## config.mk

```make
export PLATFORM = sky130hd
export DESIGN_NAME = coco_uart_tx_flat
export DESIGN_NICKNAME = d
export VERILOG_FILES = /design/src/rtl/coco_uart_pkg.sv /design/src/rtl/coco_uart_tx_if.sv /design/src/rtl/uart_fifo.sv /design/src/rtl/coco_uart_tx.sv /design/src/flat_wrapper.sv
export SDC_FILE = /design/constraint.sdc
export NUM_CORES = 1
export LEC_CHECK = 0
export CORE_MARGIN = 2
export CORE_UTILIZATION = 61
export DETAILED_ROUTE_END_ITERATION = 12
export PLACE_DENSITY = 0.79
export SYNTH_ARGS = -nofsm -noshare
export SYNTH_HDL_FRONTEND = slang
export SYNTH_SLANG_ARGS = --single-unit
```

## constraint.sdc

```tcl
create_clock -name clk -period 4.17 [get_ports clk]
set_input_delay 1.0425 -clock clk [delete_from_list [all_inputs] [get_ports clk]]
set_output_delay 1.0425 -clock clk [all_outputs]
set_load 0.005 [all_outputs]
```

## src/rtl/coco_uart_pkg.sv

```systemverilog
// Shared types and helpers for the buffered UART transmitter.
package coco_uart_pkg;

   typedef enum logic [2:0] {
      ST_IDLE,
      ST_START,
      ST_DATA,
      ST_PARITY,
      ST_STOP
   } tx_state_e;

   localparam int PAR_NONE = 0;
   localparam int PAR_EVEN = 1;
   localparam int PAR_ODD  = 2;

   // Baud counter width; covers the full CLKS_PER_BIT range.
   localparam int CNT_W = 16;

   // Number of bit cells in one frame: start + 8 data + optional parity + stop bits.
   function automatic int frame_bits(input int parity, input int stop_bits);
      return 1 + 8 + ((parity != PAR_NONE) ? 1 : 0) + stop_bits;
   endfunction

endpackage

```

## src/rtl/coco_uart_tx_if.sv

```systemverilog
// Host-side bundle of the UART transmitter: push port, FIFO status, line.
interface coco_uart_tx_if #(
   parameter int FIFO_DEPTH = 16
) ();
   localparam int LVL_W = $clog2(FIFO_DEPTH) + 1;

   logic             tx_enable;
   logic             wr_en;
   logic [7:0]       wr_data;
   logic             full;
   logic             empty;
   logic [LVL_W-1:0] level;
   logic             overflow;
   logic             busy;
   logic             txd;

   modport master (
      output tx_enable, wr_en, wr_data,
      input  full, empty, level, overflow, busy, txd
   );

   modport slave (
      input  tx_enable, wr_en, wr_data,
      output full, empty, level, overflow, busy, txd
   );
endinterface

```

## src/rtl/uart_fifo.sv

```systemverilog
// Synchronous first-word-fall-through FIFO; rd_data always shows the head entry.
module uart_fifo #(
   parameter  int DEPTH = 16,
   parameter  int WIDTH = 8,
   localparam int PTR_W = $clog2(DEPTH),
   localparam int LVL_W = PTR_W + 1
) (
   input  logic             clk,
   input  logic             reset,
   input  logic             wr_en,
   input  logic [WIDTH-1:0] wr_data,
   input  logic             rd_en,
   output logic [WIDTH-1:0] rd_data,
   output logic             full,
   output logic             empty,
   output logic [LVL_W-1:0] level
);

   logic [WIDTH-1:0] mem_q [DEPTH];
   logic [PTR_W-1:0] wr_ptr_q, wr_ptr_d;
   logic [PTR_W-1:0] rd_ptr_q, rd_ptr_d;
   logic [LVL_W-1:0] level_q, level_d;
   logic             do_wr;
   logic             do_rd;

   // Full/empty come from the registered level only, so a same-cycle pop
   // never frees a slot for a write.
   assign full    = (level_q == LVL_W'(DEPTH));
   assign empty   = (level_q == '0);
   assign level   = level_q;
   assign rd_data = mem_q[rd_ptr_q];

   // Pointer and occupancy update; pointers wrap naturally at DEPTH.
   always_comb begin
      do_wr    = wr_en && !full;
      do_rd    = rd_en && !empty;
      wr_ptr_d = wr_ptr_q + PTR_W'(do_wr);
      rd_ptr_d = rd_ptr_q + PTR_W'(do_rd);
      level_d  = level_q;
      if (do_wr && !do_rd) begin
         level_d = level_q + LVL_W'(1);
      end else if (!do_wr && do_rd) begin
         level_d = level_q - LVL_W'(1);
      end
   end

   // Pointer/level registers; storage contents are left stale on reset.
   always_ff @(posedge clk) begin
      if (!reset) begin
         wr_ptr_q <= '0;
         rd_ptr_q <= '0;
         level_q  <= '0;
      end else begin
         wr_ptr_q <= wr_ptr_d;
         rd_ptr_q <= rd_ptr_d;
         level_q  <= level_d;
      end
   end

   // Storage write port.
   always_ff @(posedge clk) begin
      if (do_wr) begin
         mem_q[wr_ptr_q] <= wr_data;
      end
   end

endmodule

```

## src/rtl/coco_uart_tx.sv

```systemverilog
// Buffered UART transmitter: FIFO in front of an 8-bit LSB-first serialiser.
//
//   state     | meaning
//   ----------+-----------------------------------------------------
//   ST_IDLE   | line high, waiting for tx_enable and a queued byte
//   ST_START  | start cell, txd low
//   ST_DATA   | data cells, txd = shift_q[0], LSB first
//   ST_PARITY | parity cell (only when PARITY != PAR_NONE)
//   ST_STOP   | STOP_BITS high cells; may chain straight into ST_START
module coco_uart_tx import coco_uart_pkg::*; #(
   parameter int CLKS_PER_BIT = 434,
   parameter int FIFO_DEPTH   = 16,
   parameter int PARITY       = PAR_NONE,
   parameter int STOP_BITS    = 1
) (
   input logic           clk,
   input logic           reset,
   coco_uart_tx_if.slave bus
);

   localparam int               LVL_W      = $clog2(FIFO_DEPTH) + 1;
   localparam logic [CNT_W-1:0] CNT_RELOAD = CNT_W'(CLKS_PER_BIT - 1);
   localparam logic             PAR_INV    = (PARITY == PAR_ODD);
   localparam logic             STOP_LAST  = 1'(STOP_BITS - 1);

   tx_state_e        state_q, state_d;
   logic [CNT_W-1:0] cnt_q, cnt_d;
   logic [7:0]       shift_q, shift_d;
   logic [2:0]       bit_idx_q, bit_idx_d;
   logic             stop_idx_q, stop_idx_d;
   logic             par_q, par_d;
   logic             txd_q, txd_d;
   logic             ovf_q, ovf_d;

   logic             rd_en;
   logic [7:0]       rd_data;
   logic             fifo_full;
   logic             fifo_empty;
   logic [LVL_W-1:0] fifo_level;
   logic             pop_ok;
   logic             tick;

   uart_fifo #(
      .DEPTH (FIFO_DEPTH),
      .WIDTH (8)
   ) u_fifo (
      .clk     (clk),
      .reset   (reset),
      .wr_en   (bus.wr_en),
      .wr_data (bus.wr_data),
      .rd_en   (rd_en),
      .rd_data (rd_data),
      .full    (fifo_full),
      .empty   (fifo_empty),
      .level   (fifo_level)
   );

   assign bus.full     = fifo_full;
   assign bus.empty    = fifo_empty;
   assign bus.level    = fifo_level;
   assign bus.overflow = ovf_q;
   assign bus.txd      = txd_q;
   assign bus.busy     = (state_q != ST_IDLE);

   assign pop_ok = bus.tx_enable && !fifo_empty;
   assign tick   = (cnt_q == '0);

   // Next-state, baud counter and line value; txd_d follows the next state so
   // the registered line lines up with the registered state.
   always_comb begin
      state_d    = state_q;
      cnt_d      = cnt_q;
      shift_d    = shift_q;
      bit_idx_d  = bit_idx_q;
      stop_idx_d = stop_idx_q;
      par_d      = par_q;
      rd_en      = 1'b0;
      ovf_d      = bus.wr_en && fifo_full;

      if (state_q != ST_IDLE) begin
         cnt_d = tick ? CNT_RELOAD : cnt_q - CNT_W'(1);
      end

      case (state_q)
         ST_IDLE: begin
            if (pop_ok) begin
               rd_en     = 1'b1;
               state_d   = ST_START;
               cnt_d     = CNT_RELOAD;
               shift_d   = rd_data;
               bit_idx_d = '0;
               par_d     = (^rd_data) ^ PAR_INV;
            end
         end
         ST_START: begin
            if (tick) state_d = ST_DATA;
         end
         ST_DATA: begin
            if (tick) begin
               shift_d = {1'b0, shift_q[7:1]};
               if (bit_idx_q == 3'd7) begin
                  if (PARITY != PAR_NONE) begin
                     state_d = ST_PARITY;
                  end else begin
                     state_d    = ST_STOP;
                     stop_idx_d = 1'b0;
                  end
               end else begin
                  bit_idx_d = bit_idx_q + 3'd1;
               end
            end
         end
         ST_PARITY: begin
            if (tick) begin
               state_d    = ST_STOP;
               stop_idx_d = 1'b0;
            end
         end
         ST_STOP: begin
            if (tick) begin
               if (stop_idx_q != STOP_LAST) begin
                  stop_idx_d = 1'b1;
               end else if (pop_ok) begin
                  // Back-to-back frame: no idle gap between stop and start.
                  rd_en     = 1'b1;
                  state_d   = ST_START;
                  shift_d   = rd_data;
                  bit_idx_d = '0;
                  par_d     = (^rd_data) ^ PAR_INV;
               end else begin
                  state_d = ST_IDLE;
                  cnt_d   = '0;
               end
            end
         end
         default: begin
            state_d = ST_IDLE;
            cnt_d   = '0;
         end
      endcase

      case (state_d)
         ST_START:  txd_d = 1'b0;
         ST_DATA:   txd_d = shift_d[0];
         ST_PARITY: txd_d = par_d;
         default:   txd_d = 1'b1;
      endcase
   end

   // State and datapath registers; reset aborts any frame and idles the line.
   always_ff @(posedge clk) begin
      if (!reset) begin
         state_q    <= ST_IDLE;
         cnt_q      <= '0;
         shift_q    <= '0;
         bit_idx_q  <= '0;
         stop_idx_q <= 1'b0;
         par_q      <= 1'b0;
         txd_q      <= 1'b1;
         ovf_q      <= 1'b0;
      end else begin
         state_q    <= state_d;
         cnt_q      <= cnt_d;
         shift_q    <= shift_d;
         bit_idx_q  <= bit_idx_d;
         stop_idx_q <= stop_idx_d;
         par_q      <= par_d;
         txd_q      <= txd_d;
         ovf_q      <= ovf_d;
      end
   end

endmodule

```

## src/flat_wrapper.sv

```systemverilog
// flat-port wrapper written by rule: the top's interface ports become plain ports
module coco_uart_tx_flat import coco_uart_pkg::*;
#(
   parameter int CLKS_PER_BIT = 434,
   parameter int FIFO_DEPTH   = 16,
   parameter int PARITY       = PAR_NONE,
   parameter int STOP_BITS    = 1
)
  (clk, reset, bus_tx_enable, bus_wr_en, bus_wr_data, bus_full, bus_empty, bus_level, bus_overflow, bus_busy, bus_txd);
  coco_uart_tx_if #(.FIFO_DEPTH(FIFO_DEPTH)) bus_i ();
  input logic clk;
  input logic reset;
  input wire logic [$bits(bus_i.tx_enable)-1:0] bus_tx_enable;
  input wire logic [$bits(bus_i.wr_en)-1:0] bus_wr_en;
  input wire logic [$bits(bus_i.wr_data)-1:0] bus_wr_data;
  output wire logic [$bits(bus_i.full)-1:0] bus_full;
  output wire logic [$bits(bus_i.empty)-1:0] bus_empty;
  output wire logic [$bits(bus_i.level)-1:0] bus_level;
  output wire logic [$bits(bus_i.overflow)-1:0] bus_overflow;
  output wire logic [$bits(bus_i.busy)-1:0] bus_busy;
  output wire logic [$bits(bus_i.txd)-1:0] bus_txd;
  assign bus_i.tx_enable = bus_tx_enable;
  assign bus_i.wr_en = bus_wr_en;
  assign bus_i.wr_data = bus_wr_data;
  assign bus_full = bus_i.full;
  assign bus_empty = bus_i.empty;
  assign bus_level = bus_i.level;
  assign bus_overflow = bus_i.overflow;
  assign bus_busy = bus_i.busy;
  assign bus_txd = bus_i.txd;
  coco_uart_tx #(.CLKS_PER_BIT(CLKS_PER_BIT), .FIFO_DEPTH(FIFO_DEPTH), .PARITY(PARITY), .STOP_BITS(STOP_BITS)) u_core (.clk(clk), .reset(reset), .bus(bus_i));
endmodule
```

# After elaboration in Yosys (flattened, before gate mapping)
# Memories as Yosys holds them, arrays and structs flattened. A register that Yosys moved wholly into a read port is not among the register bits.
# Cells that the tools add are included.
[word_totals] register_bits=47 ramBits=128 input_bits=12 output_inout_bits=10 word_cells=103 n_memories=1
[op_classes] addsub=6 eq_ne=15 n_mux=47 reduce_logical=22
[mem_list] memory="u_core.u_fifo.mem_q" depth=16 word_bits=8 rd=1 rd_clocked_by_memory_dff=1 wr=1 line="uart_fifo.sv:19" rtl="logic [WIDTH-1:0] mem_q [DEPTH];"
[op_table] op="$mux W16" n=6
[op_table] op="$pmux W16 S3" n=1
[op_table] op="$mux W3" n=12
[op_table] op="$mux W8" n=4
[op_table] op="$pmux W8 S3" n=1
[op_table] op="$logic_not A16 Y1" n=1
[op_table] op="$sub A16 B1 Y16 const B" n=1
[op_table] op="$pmux W3 S5" n=1
[op_table] op="$mux W1" n=14
[op_table] op="$eq A3 B2 Y1 const B" n=4
[op_table] op="$mux W5" n=2
[op_table] op="$reduce_and A5 Y1" n=2
[op_table] op="$pmux W3 S3" n=1
[op_table] op="$reduce_bool A3 Y1" n=3
[op_table] op="$add A4 B1 Y4" n=2
[op_table] op="$ne A2 B1 Y1 const B" n=4
[op_table] op="$reduce_xor A8 Y1" n=1
[op_table] op="$eq A3 B1 Y1 const B" n=2
[op_table] op="$eq A3 B3 Y1 const B" n=2
[op_table] op="$logic_and A1 B1 Y1" n=6
[op_table] op="$pmux W1 S3" n=2
[op_table] op="$add A5 B1 Y5 const B" n=1
[op_table] op="$eq A5 B5 Y1 const B" n=1
[op_table] op="$logic_not A5 Y1" n=1
[op_table] op="10 further kinds" n=15

# Longest topological paths before layout
# Gate-level depths: netlist of the first run.
[logic_depth] word_depth=11 ltp_mapped=17 ltp_nobuf=15

# Modules after synthesis
# From an unflattened synthesis of the first run, not the netlist that was laid out.
[unflattened] cells_unflattened=499 hier_area_um2=7475.9
[modules_own_cells] mod="uart_fifo" n_inst=1 cells_per_inst=300 area_each_um2=5711.7
[modules_own_cells] mod="coco_uart_tx" n_inst=1 cells_per_inst=199 area_each_um2=1764.2

# Worst setup path before layout of the first run
# Ideal clock, no wire load.
[synth_path] path_kind="flip-flop to flip-flop" from="register u_core.cnt_q[9]" to="register u_core.u_fifo.level_q[4] (netlist: u_core.u_fifo.level[4])" setup_time_ns=0.070 arrival_time_ns=3.343 t_required_ns=4.100 slack_ns=0.756 stages_incl_launch_ff=16 period_less_slack_ns=3.414 cell_sequence="dfxtp_1 > nor4_1 > nand2_1 > or2_2 > clkbuf_1 > clkbuf_1 > a21oi_2 > inv_1 > ha_1 > inv_1 > ha_1 > a21o_1 > a21oi_1 > xnor2_1 > or3_1 > a21oi_1"
[synth_between] elab_chain_len=7 word_cells_on_any_way=9
[synth_lines] item="start: declaration" line="coco_uart_tx.sv:27" rtl="logic [CNT_W-1:0] cnt_q, cnt_d;"
[synth_lines] item="start signal: assignment" line="coco_uart_tx.sv:163" rtl="cnt_q <= cnt_d;"
[synth_lines] item="$logic_not A16 Y1 (*)" line="coco_uart_tx.sv:66" rtl="assign tick = (cnt_q == '0);"
[synth_lines] item="$mux W1 (*)" line="coco_uart_tx.sv:120" rtl="if (tick) begin"
[synth_lines] item="$pmux W1 S2 (*)" line="coco_uart_tx.sv:84" rtl="case (state_q)"
[synth_lines] item="$logic_and A1 B1 Y1 (*)" line="uart_fifo.sv:36" rtl="do_rd = rd_en && !empty;"
[synth_lines] item="$logic_not A1 Y1" line="uart_fifo.sv:40" rtl="if (do_wr && !do_rd) begin"
[synth_lines] item="$logic_and A1 B1 Y1" line="uart_fifo.sv:40"
[synth_lines] item="$mux W5 / $reduce_bool A2 Y1 (equally long branches)"
[synth_lines] item="end signal: assignment" line="uart_fifo.sv:56" rtl="level_q <= level_d;"
[synth_lines] item="end: declaration" line="uart_fifo.sv:22" rtl="logic [LVL_W-1:0] level_q, level_d;"
# Mark *: on every way between the ends. The rest lies on a longest branch, timed or not.
# A chain may end at the register's enable or synchronous reset.

# Worst setup path in the final report of the first run
[layout_path] from="register u_core.cnt_q[8]" to="register u_core.u_fifo.level_q[4] (netlist: u_core.u_fifo.level[4])"
# The elaborated chain is that of the path after synthesis.

==> PnR_summary.wiki, run 1 <==
{| class="wikitable"
! Metric !! Value
|-
| Result of the run || completed
|-
| Count of antenna-violating nets left after detailed routing || 0
|-
| Hold Violations, Final || 0
|-
| Reg-to-Reg Start || u_core.cnt_q[8]
|-
| Fraction of the mapped netlist area in simple logic gates || 0.0879
|-
| Flip-flop and latch count after synthesis || 174
|-
| Worst-case clock skew || 21.3 ps
|-
| Main combinational cell family by area after synthesis || multiplexers
|-
| Critical path cell sequence || nor4_1 -> nand2_1 -> or2_2 -> a21oi_2 -> inv_1 -> ha_1 -> inv_1 -> ha_1 -> a21o_1 -> a21oi_1 -> xnor2_1 -> or3_1 -> a21oi_1
|-
| Layout Cells excl Fill || 678
|-
| Net switching power figure || 0.00157 W
|-
| Area share of xor/xnor cells in the synthesized design || 0.0381
|-
| Clock latency at the later pin of the worst-skew pair || 440 ps
|-
| Input/output buffers || 21
|-
| Width of the chip || 113 µm
|-
| Clock sink count || 174
|-
| Most frequent cell after synthesis || sky130_fd_sc_hd__edfxtp_1
|-
| Min setup slack post-route || 723 ps
|-
| Fraction of registers with async set/reset || 0
|-
| Area share of the leading cell type in the synthesized netlist || 0.527
|-
| Antenna fix cells || 0
|-
| Layout area overhead || 12.4%
|-
| Sequential group share of total power || 0.426
|-
| Number of buffers inserted for hold repair after clock tree synthesis || 0
|-
| Total buffers and inverters traversed by the critical path || 2
|-
| First-pass iteration count of the detailed router || 8
|-
| Critical hold path startpoint || u_core.shift_q[0]
|-
| Post-layout utilization of the core || 0.709
|-
| Worst IR Drop VDD || 0.364 mV
|-
| Global-route usage over all layers || 0.241
|-
| Synthesized-area fraction occupied by adder cells || 0.0247
|-
| Clock slew at reported path FFs || 60 ps
|-
| Via count of the first global-routing pass || 4257
|-
| R2R cell count || 13
|-
| Cells resized by post-CTS repair || 0
|-
| Total grt overflow || 0
|-
| Post-CTS setup buffer count || 0
|-
| Total CTS buffers || 17
|-
| Count of pins on the block boundary || 22
|-
| Top fanout value on the critical path || 14
|-
| Hold Path Sink || u_core.shift_q[0]
|-
| Biggest cell delay along the critical path || 490 ps
|-
| Number of max-cap violations || 0
|-
| Flop2flop setup slack || 720 ps
|-
| Share of the yosys chip area belonging to registers || 0.653
|-
| Pwr/cell area || 618 mW/mm²
|-
| Critical path startpoint category || flop
|-
| Worst endpoint required time || 4530 ps
|-
| Most used standard cells in the synthesized netlist || sky130_fd_sc_hd__edfxtp_1 (128), sky130_fd_sc_hd__nor2_1 (58), sky130_fd_sc_hd__dfxtp_1 (46), sky130_fd_sc_hd__nand2_1 (29), sky130_fd_sc_hd__mux4_2 (21)
|-
| WP data arrival || 3810 ps
|-
| Final number of setup-violating endpoints || 0
|-
| Vertical extent of the die || 113 µm
|-
| Fillers || 739
|-
| Longest Clk Path Bufs || 2
|-
| Tot Pwr || 0.00507 W
|-
| Maximum operating frequency || 290 MHz
|-
| Number of enable flip-flop cells after synthesis || 128
|-
| Root buf cell || sky130_fd_sc_hd__clkbuf_16
|-
| Maximum number of pins on one net before global-route repair || 28
|-
| Max-slew violation count || 0
|-
| Biggest area contributors in the synthesized netlist || sky130_fd_sc_hd__edfxtp_1 (53%), sky130_fd_sc_hd__dfxtp_1 (13%), sky130_fd_sc_hd__mux4_2 (6.5%)
|-
| Final critical-path share of the clock period || 0.827
|-
| Share of power burned in the clock network || 0.279
|-
| Cell type with the largest total area after synthesis || sky130_fd_sc_hd__edfxtp_1
|-
| Clock tree from TritonCTS || done
|-
| Antenna violations before repair || 0
|-
| Post-synthesis instance area || 0.00730 mm²
|-
| Post-synthesis compound-gate area fraction || 0.0552
|-
| Path category of the worst min-delay check || reg -> reg
|-
| Number of H-tree branching levels || 4
|-
| DRC violations left || 0
|-
| Leading register cell type out of synthesis || sky130_fd_sc_hd__edfxtp_1
|-
| Mux share of post-synthesis cell area || 0.120
|-
| Library cells used by synthesis || 51
|-
| Fraction of layout cells with a size suffix above 1 || 0.129
|-
| Cell leakage power || 2.81 nW
|-
| Placement Setup Slack || 446 ps
|-
| Ys Warns || 0
|-
| Detailed placement HPWL || 9.41 mm
|-
| Effective utilization at floorplan || 0.631
|-
| TNS Setup || 0 ps
|-
| Element type at the critical path end || flop
|-
| Fraction of power consumed by combinational cells || 0.295
|-
| Cell at the slowest stage of the critical path || sky130_fd_sc_hd__nor4_1
|-
| Global-route wire length before repair || 22.8 mm
|-
| Rows || 39
|-
| Type of the setup path with the least slack || reg -> reg
|-
| Area occupied by multi-input gates || 0.00238 mm²
|-
| Number of vias in the routed layout || 4244
|-
| Die area || 0.0129 mm²
|-
| Hold Path Depth || 2
|-
| Average size of a mapped cell || 15.0 µm²
|-
| Count of placed standard cells including taps || 646
|-
| Synthesized instance count || 488
|-
| Cell family with most CP delay || simple AND/OR/NAND/NOR gates
|-
| Cell Int Power || 0.00349 W
|-
| Final routed wire length divided by cell count || 21.0 µm
|-
| Placeable Area || 0.0116 mm²
|-
| Unrepaired setup endpoints after global routing || no
|-
| Net count of the mapped netlist || 513
|-
| Number of design-rule violations left by the first detailed-router iteration || 457
|-
| Register cell area after layout || 0.00477 mm²
|-
| Post-layout nets || 547
|-
| Worst flop-to-flop path endpoint || u_core.u_fifo.level[4]
|-
| Vias per std cell || 6.26
|-
| Fraction of power spent switching nets || 0.311
|-
| Worst-margin pin slew || 930 ps
|-
| Rel. slew slack || 0.378
|-
| Final period demand of the worst path || 3450 ps
|-
| Total Wirelength || 14.2 mm
|-
| Routability Congestion || 0.837
|}
==> cells by family after synthesis <==
family          count (synthesis)
flops                         174
fa+ha+maj                      14
simple gates                  141
mux                            40
buf+inv                        32
compound gates                 57
xor+xnor                       30
==> power by group through the flow <==
stage          registers, W  clock network, W  logic [W]
6_report            0.00216           0.00141    0.00150
5_1_grt             0.00218           0.00149    0.00165
4_1_cts             0.00216           0.00143    0.00149
3_5_place_dp        0.00219                 0    0.00148
3_3_place_gp        0.00218                 0    0.00143
2_1_floorplan       0.00213                 0    0.00118
==> final cells by class <==
| cell class | instances | share of cell area |
|---|---|---|
| clock inverters | 12 | 0.0102 |
| repair buffers | 35 | 0.0384 |
| well taps | 143 | 0.0218 |
| clock buffers | 20 | 0.0532 |
| inverters | 12 | 0.00549 |
| multi-input cells | 282 | 0.290 |
| flip-flops and latches | 174 | 0.581 |
==> how the worst max path moves through the flow <==
stage,startpoint,end,slack (ps),cells past startpoint
6_report,u_core.cnt_q[8],u_core.u_fifo.level[4],720,13
5_1_grt,u_core.cnt_q[9],u_core.u_fifo.level[4],470,13
4_1_cts,u_core.cnt_q[8],u_core.u_fifo.level[4],760,13
3_5_place_dp,bus_tx_enable,u_core.u_fifo.level[4],450,13
3_3_place_gp,bus_tx_enable,u_core.u_fifo.level[4],550,13
2_1_floorplan,u_core.cnt_q[9],u_core.u_fifo.level[4],760,15
==> stage by stage <==
step / hold slack (ps) / cell area (µm²)
after floorplan: 440 / 7300
after global placement: 449 / 7680
after detailed placement: 464 / 7680
after CTS: 472 / 8200
after global routing: 496 / 8200
final: 472 / 8200
==> worst reg2reg max path, delay by kind of cell (launching register included) <==
family	cells	cell delay (ps)
AO/OA/AOI/OAI	4	700
XOR/XNOR	1	100
adder cells (fa/ha/maj)	2	480
buffers and inverters	2	210
flip-flops	1	360
AND/OR/NAND/NOR	4	1530
==> metal layers <==
| metal | up-vias | global-route usage | wire length [µm] |
|---|---|---|---|
| met5 | - | 0 | 0 |
| met4 | 0 | 0.102 | 362 |
| met3 | 28 | 0.0563 | 782 |
| met2 | 160 | 0.395 | 7200 |
| met1 | 2112 | 0.313 | 5870 |
| li1 | 1944 | - | - |
==> layout by cell type, fill, tap and decap left out, types with 3 or more instances in the layout <==
cell | synthesis | routed
sky130_fd_sc_hd__a21oi_1 | 11 | 11
sky130_fd_sc_hd__a222oi_1 | 6 | 6
sky130_fd_sc_hd__a22oi_1 | 9 | 9
sky130_fd_sc_hd__and2_1 | 6 | 6
sky130_fd_sc_hd__and3_1 | 3 | 3
sky130_fd_sc_hd__buf_4 | 1 | 14
sky130_fd_sc_hd__clkbuf_1 | 12 | 3
sky130_fd_sc_hd__clkbuf_16 | 0 | 17
sky130_fd_sc_hd__clkdlybuf4s50_1 | 0 | 21
sky130_fd_sc_hd__clkinv_2 | 0 | 4
sky130_fd_sc_hd__dfxtp_1 | 46 | 45
sky130_fd_sc_hd__edfxtp_1 | 128 | 128
sky130_fd_sc_hd__ha_1 | 12 | 12
sky130_fd_sc_hd__inv_1 | 11 | 11
sky130_fd_sc_hd__inv_6 | 0 | 5
sky130_fd_sc_hd__mux2i_1 | 6 | 6
sky130_fd_sc_hd__mux4_1 | 13 | 13
sky130_fd_sc_hd__mux4_2 | 21 | 21
sky130_fd_sc_hd__nand2_1 | 29 | 29
sky130_fd_sc_hd__nand2b_1 | 5 | 5
sky130_fd_sc_hd__nand3_1 | 6 | 6
sky130_fd_sc_hd__nor2_1 | 58 | 58
sky130_fd_sc_hd__nor2b_1 | 4 | 4
sky130_fd_sc_hd__nor3_1 | 16 | 16
sky130_fd_sc_hd__nor4_1 | 6 | 6
sky130_fd_sc_hd__o21a_1 | 4 | 4
sky130_fd_sc_hd__o21ai_0 | 12 | 12
sky130_fd_sc_hd__or3_1 | 3 | 3
sky130_fd_sc_hd__xnor2_1 | 17 | 17
sky130_fd_sc_hd__xor2_1 | 12 | 12
==> flip-flops by register name, summed over array words and instances, names as in the netlist <==
| signal | cells |
|---|---|
| u_core.state_q | 3 |
| u_core.u_fifo.wr_ptr_q | 4 |
| u_core.shift_q | 8 |
| u_core.bus.txd | 1 |
| u_core.par_q | 1 |
| u_core.cnt_q | 16 |
| u_core.u_fifo.rd_ptr_q | 4 |
| u_core.u_fifo.mem_q | 128 |
| u_core.u_fifo.level | 5 |
| u_core.bit_idx_q | 3 |
| u_core.bus.overflow | 1 |
Power figures use the tool's default switching activity.
==> inputs of run 2 (changes only) <==
- CORE_UTILIZATION: 61 -> 55
- PLACE_DENSITY: 0.79 -> 0.75
- clock period: 4.17 -> 2.8 ns (I/O delays scaled with it)
==> PnR_summary.wiki, run 2 (synthesized netlist as in run 1, its figures left out) <==
{| class="wikitable"
! Metric !! Value
|-
| Global-route wire length before repair || 23.0 mm (+0.79%)
|-
| Pwr/cell area || 938 mW/mm² (+52%)
|-
| Vertical extent of the die || 119 µm (+5.1%)
|-
| Die area || 0.0142 mm² (+11%)
|-
| Largest registers in the final layout || u_core.u_fifo.mem_q: 128 flops, u_core.cnt_q: 16 flops, u_core.shift_q: 8 flops
|-
| Element type at the critical path end || flop
|-
| Fraction of layout cells with a size suffix above 1 || 0.205 (+0.0763)
|-
| WP data arrival || 3090 ps (-720 ps)
|-
| Total Wirelength || 14.2 mm (about the same)
|-
| First-pass iteration count of the detailed router || 5 (-3)
|-
| Unrepaired setup endpoints after global routing || yes
|-
| Hold Violations, Final || 0 (unchanged)
|-
| Clock slew at reported path FFs || 60 ps (about the same)
|-
| Total CTS buffers || 17 (unchanged)
|-
| Worst-margin pin slew || 568 ps (-362 ps)
|-
| Critical hold path startpoint || u_core.shift_q[0]
|-
| Tot Pwr || 0.00809 W (+60%)
|-
| Rows || 42 (+7.7%)
|-
| Final period demand of the worst path || 2740 ps (-709 ps)
|-
| Count of pins on the block boundary || 22 (unchanged)
|-
| Sequential group share of total power || 0.395 (-0.031)
|-
| Biggest cell delay along the critical path || 530 ps (+40 ps)
|-
| Placeable Area || 0.0131 mm² (+13%)
|-
| Reg-to-Reg Start || u_core.u_fifo.level[3]
|-
| Maximum operating frequency || 365 MHz (+26%)
|-
| Cell leakage power || 3.01 nW (+6.9%)
|-
| Share of power burned in the clock network || 0.278 (about the same)
|-
| Worst-case clock skew || 6.91 ps (-14.4 ps)
|-
| Via count of the first global-routing pass || 4339 (+1.9%)
|-
| GR met3 Demand/Resource || 0.0599 (+0.00354)
|-
| Antenna fix cells || 0 (unchanged)
|-
| Most used cells in the layout excluding fill and tap cells || sky130_fd_sc_hd__edfxtp_1 (128), sky130_fd_sc_hd__nor2_1 (57), sky130_fd_sc_hd__buf_4 (45)
|-
| Busiest layer in global routing || met2
|-
| Detailed placement HPWL || 9.57 mm (+1.7%)
|-
| Input/output buffers || 21 (unchanged)
|-
| Count of antenna-violating nets left after detailed routing || 0 (unchanged)
|-
| Fraction of power spent switching nets || 0.301 (-0.0101)
|-
| Clock latency at the later pin of the worst-skew pair || 420 ps (-20 ps)
|-
| Top fanout value on the critical path || 4 (-10)
|-
| Number of design-rule violations left by the first detailed-router iteration || 381 (-17%)
|-
| Vias per std cell || 5.81 (-7.1%)
|-
| Path category of the worst min-delay check || reg -> reg
|-
| Min setup slack post-route || 62.0 ps (-661 ps)
|-
| Critical path cell sequence || or4_4 -> o21ai_2 -> nand2b_4 -> a21oi_4 -> inv_2 -> ha_4 -> inv_4 -> fa_2 -> a21o_1 -> a21oi_2 -> xnor2_1 -> or3_1 -> a21oi_2
|-
| Cell at the slowest stage of the critical path || sky130_fd_sc_hd__or4_4
|-
| R2R cell count || 13 (unchanged)
|-
| Number of max-cap violations || 0 (unchanged)
|-
| Width of the chip || 119 µm (+5.1%)
|-
| Antenna violations before repair || 0 (unchanged)
|-
| Post-layout utilization of the core || 0.659 (-0.0507)
|-
| Flip-flop count of the largest register, all copies and words added || 128 (unchanged)
|-
| Root buf cell || sky130_fd_sc_hd__clkbuf_16
|-
| Final routed wire length divided by cell count || 19.2 µm (-8.5%)
|-
| Global-route usage over all layers || 0.216 (-0.0244)
|-
| Worst IR Drop VDD || 0.558 mV (+53%)
|-
| Hold Path Sink || u_core.shift_q[0]
|-
| Number of buffers inserted for hold repair after clock tree synthesis || 0 (unchanged)
|-
| Met2 track utilization from global routing || 0.364 (-0.0313)
|-
| Placement Setup Slack || -332 ps (-779 ps)
|-
| Result of the run || completed
|-
| Rel. slew slack || 0.620 (+0.243)
|-
| Effective utilization at floorplan || 0.558 (-0.0733)
|-
| Final critical-path share of the clock period || 0.978 (+0.151)
|-
| Met1 track demand over resource || 0.278 (-0.0351)
|-
| Maximum number of pins on one net before global-route repair || 20 (-29%)
|-
| Flop2flop setup slack || 60 ps (-660 ps)
|-
| Layout area overhead || 18.1%
|-
| Clock tree from TritonCTS || done
|-
| Critical path startpoint category || flop
|-
| Most common cell after layout, fill and taps aside || sky130_fd_sc_hd__edfxtp_1
|-
| Fraction of power consumed by combinational cells || 0.327 (+0.032)
|-
| Worst endpoint required time || 3150 ps (-1380 ps)
|-
| Max-slew violation count || 0 (unchanged)
|-
| Routability Congestion || 0.852 (+1.8%)
|-
| Type of the setup path with the least slack || reg -> reg
|-
| Cell repeated most along the worst path || sky130_fd_sc_hd__a21oi_2
|-
| Final number of setup-violating endpoints || 0 (unchanged)
|-
| Post-layout nets || 578 (+5.7%)
|-
| Most flops, register || u_core.u_fifo.mem_q
|-
| Number of vias in the routed layout || 4308 (+1.5%)
|-
| Longest Clk Path Bufs || 2 (unchanged)
|-
| Hold Path Depth || 2 (unchanged)
|-
| Net switching power figure || 0.00243 W (+54%)
|-
| Total grt overflow || 0 (unchanged)
|-
| Fillers || 905 (+22%)
|-
| Worst flop-to-flop path endpoint || u_core.u_fifo.level[4]
|-
| Number of H-tree branching levels || 4 (unchanged)
|-
| Clock sink count || 174 (unchanged)
|-
| DRC violations left || 0 (unchanged)
|-
| Cell Int Power || 0.00566 W (+62%)
|}
[run 2: changes by cell type in the layout (fill, tap and decap cells not counted), sizes merged]
cell and delta:
buf +31, clkbuf -3, bufinv +2, clkinv +2
inv -2
[run 2: area by class of cell]
| class | count | area (µm²) | share of cell area |
|---|---|---|---|
| inverters | 12 | 47.5 | 0.00552 |
| flip-flops and latches | 174 | 4770 | 0.554 |
| multi-input cells | 282 | 2460 | 0.286 |
| clock inverters | 14 | 143 | 0.0166 |
| clock buffers | 17 | 425 | 0.0494 |
| repair buffers | 66 | 548 | 0.0636 |
| well taps | 176 | 220 | 0.0256 |
[run 2: critical path, delay by kind of cell, from the launching register on]
kind | cells | cell delay, ps
xor+xnor | 1 | 90
flops | 1 | 320
buf+inv | 2 | 130
fa+ha+maj | 2 | 480
simple gates | 3 | 1020
compound gates | 5 | 630
[run 2: power groups by stage]
stage,combinational [W],clock [W],sequential (W)
after floorplan,0.00189,0,0.00319
after global placement,0.00248,0,0.00323
final,0.00264,0.00225,0.00320
after global routing,0.00290,0.00239,0.00323
after detailed placement,0.00256,0,0.00325
after CTS,0.00259,0.00228,0.00319
[run 2: through the flow]
stage / hold slack (ps) / TNS [ps] / std cells / cell area [µm²]
2_1_floorplan: 440 / -132 / 488 / 7380
3_3_place_gp: 450 / -371 / 709 / 8010
3_5_place_dp: 465 / -603 / 709 / 8010
4_1_cts: 473 / 0 / 740 / 8590
5_1_grt: 505 / -74.6 / 741 / 8620
6_report: 471 / 0 / 741 / 8620
[run 2: worst max-delay path by stage]
stage	startpoint	end	slack, ps	depth (start not counted)
final	u_core.u_fifo.level[3]	u_core.u_fifo.level[4]	60	13
after global routing	u_core.u_fifo.level[3]	u_core.u_fifo.level[4]	-70	13
after floorplan	u_core.cnt_q[10]	u_core.u_fifo.level[4]	-70	15
after global placement	bus_tx_enable	u_core.u_fifo.level[4]	-220	13
after detailed placement	bus_tx_enable	u_core.u_fifo.level[4]	-330	13
after CTS	u_core.u_fifo.level[3]	u_core.u_fifo.level[4]	10	13
[run 2: routing by layer]
| metal | part of all wire | up-vias |
|---|---|---|
| met4 | 0.017 | 0 |
| met3 | 0.050 | 25 |
| met5 | 0 | - |
| li1 | - | 2001 |
| met1 | 0.42 | 2146 |
| met2 | 0.51 | 136 |
[run 2: repair_timing]
item,CTS,global route
resized for setup,2,7
pin swaps,1,1
endpoints found under the hold margin,0,0
setup endpoints to repair,1,4
gates cloned,0,0
setup buffers,0,1
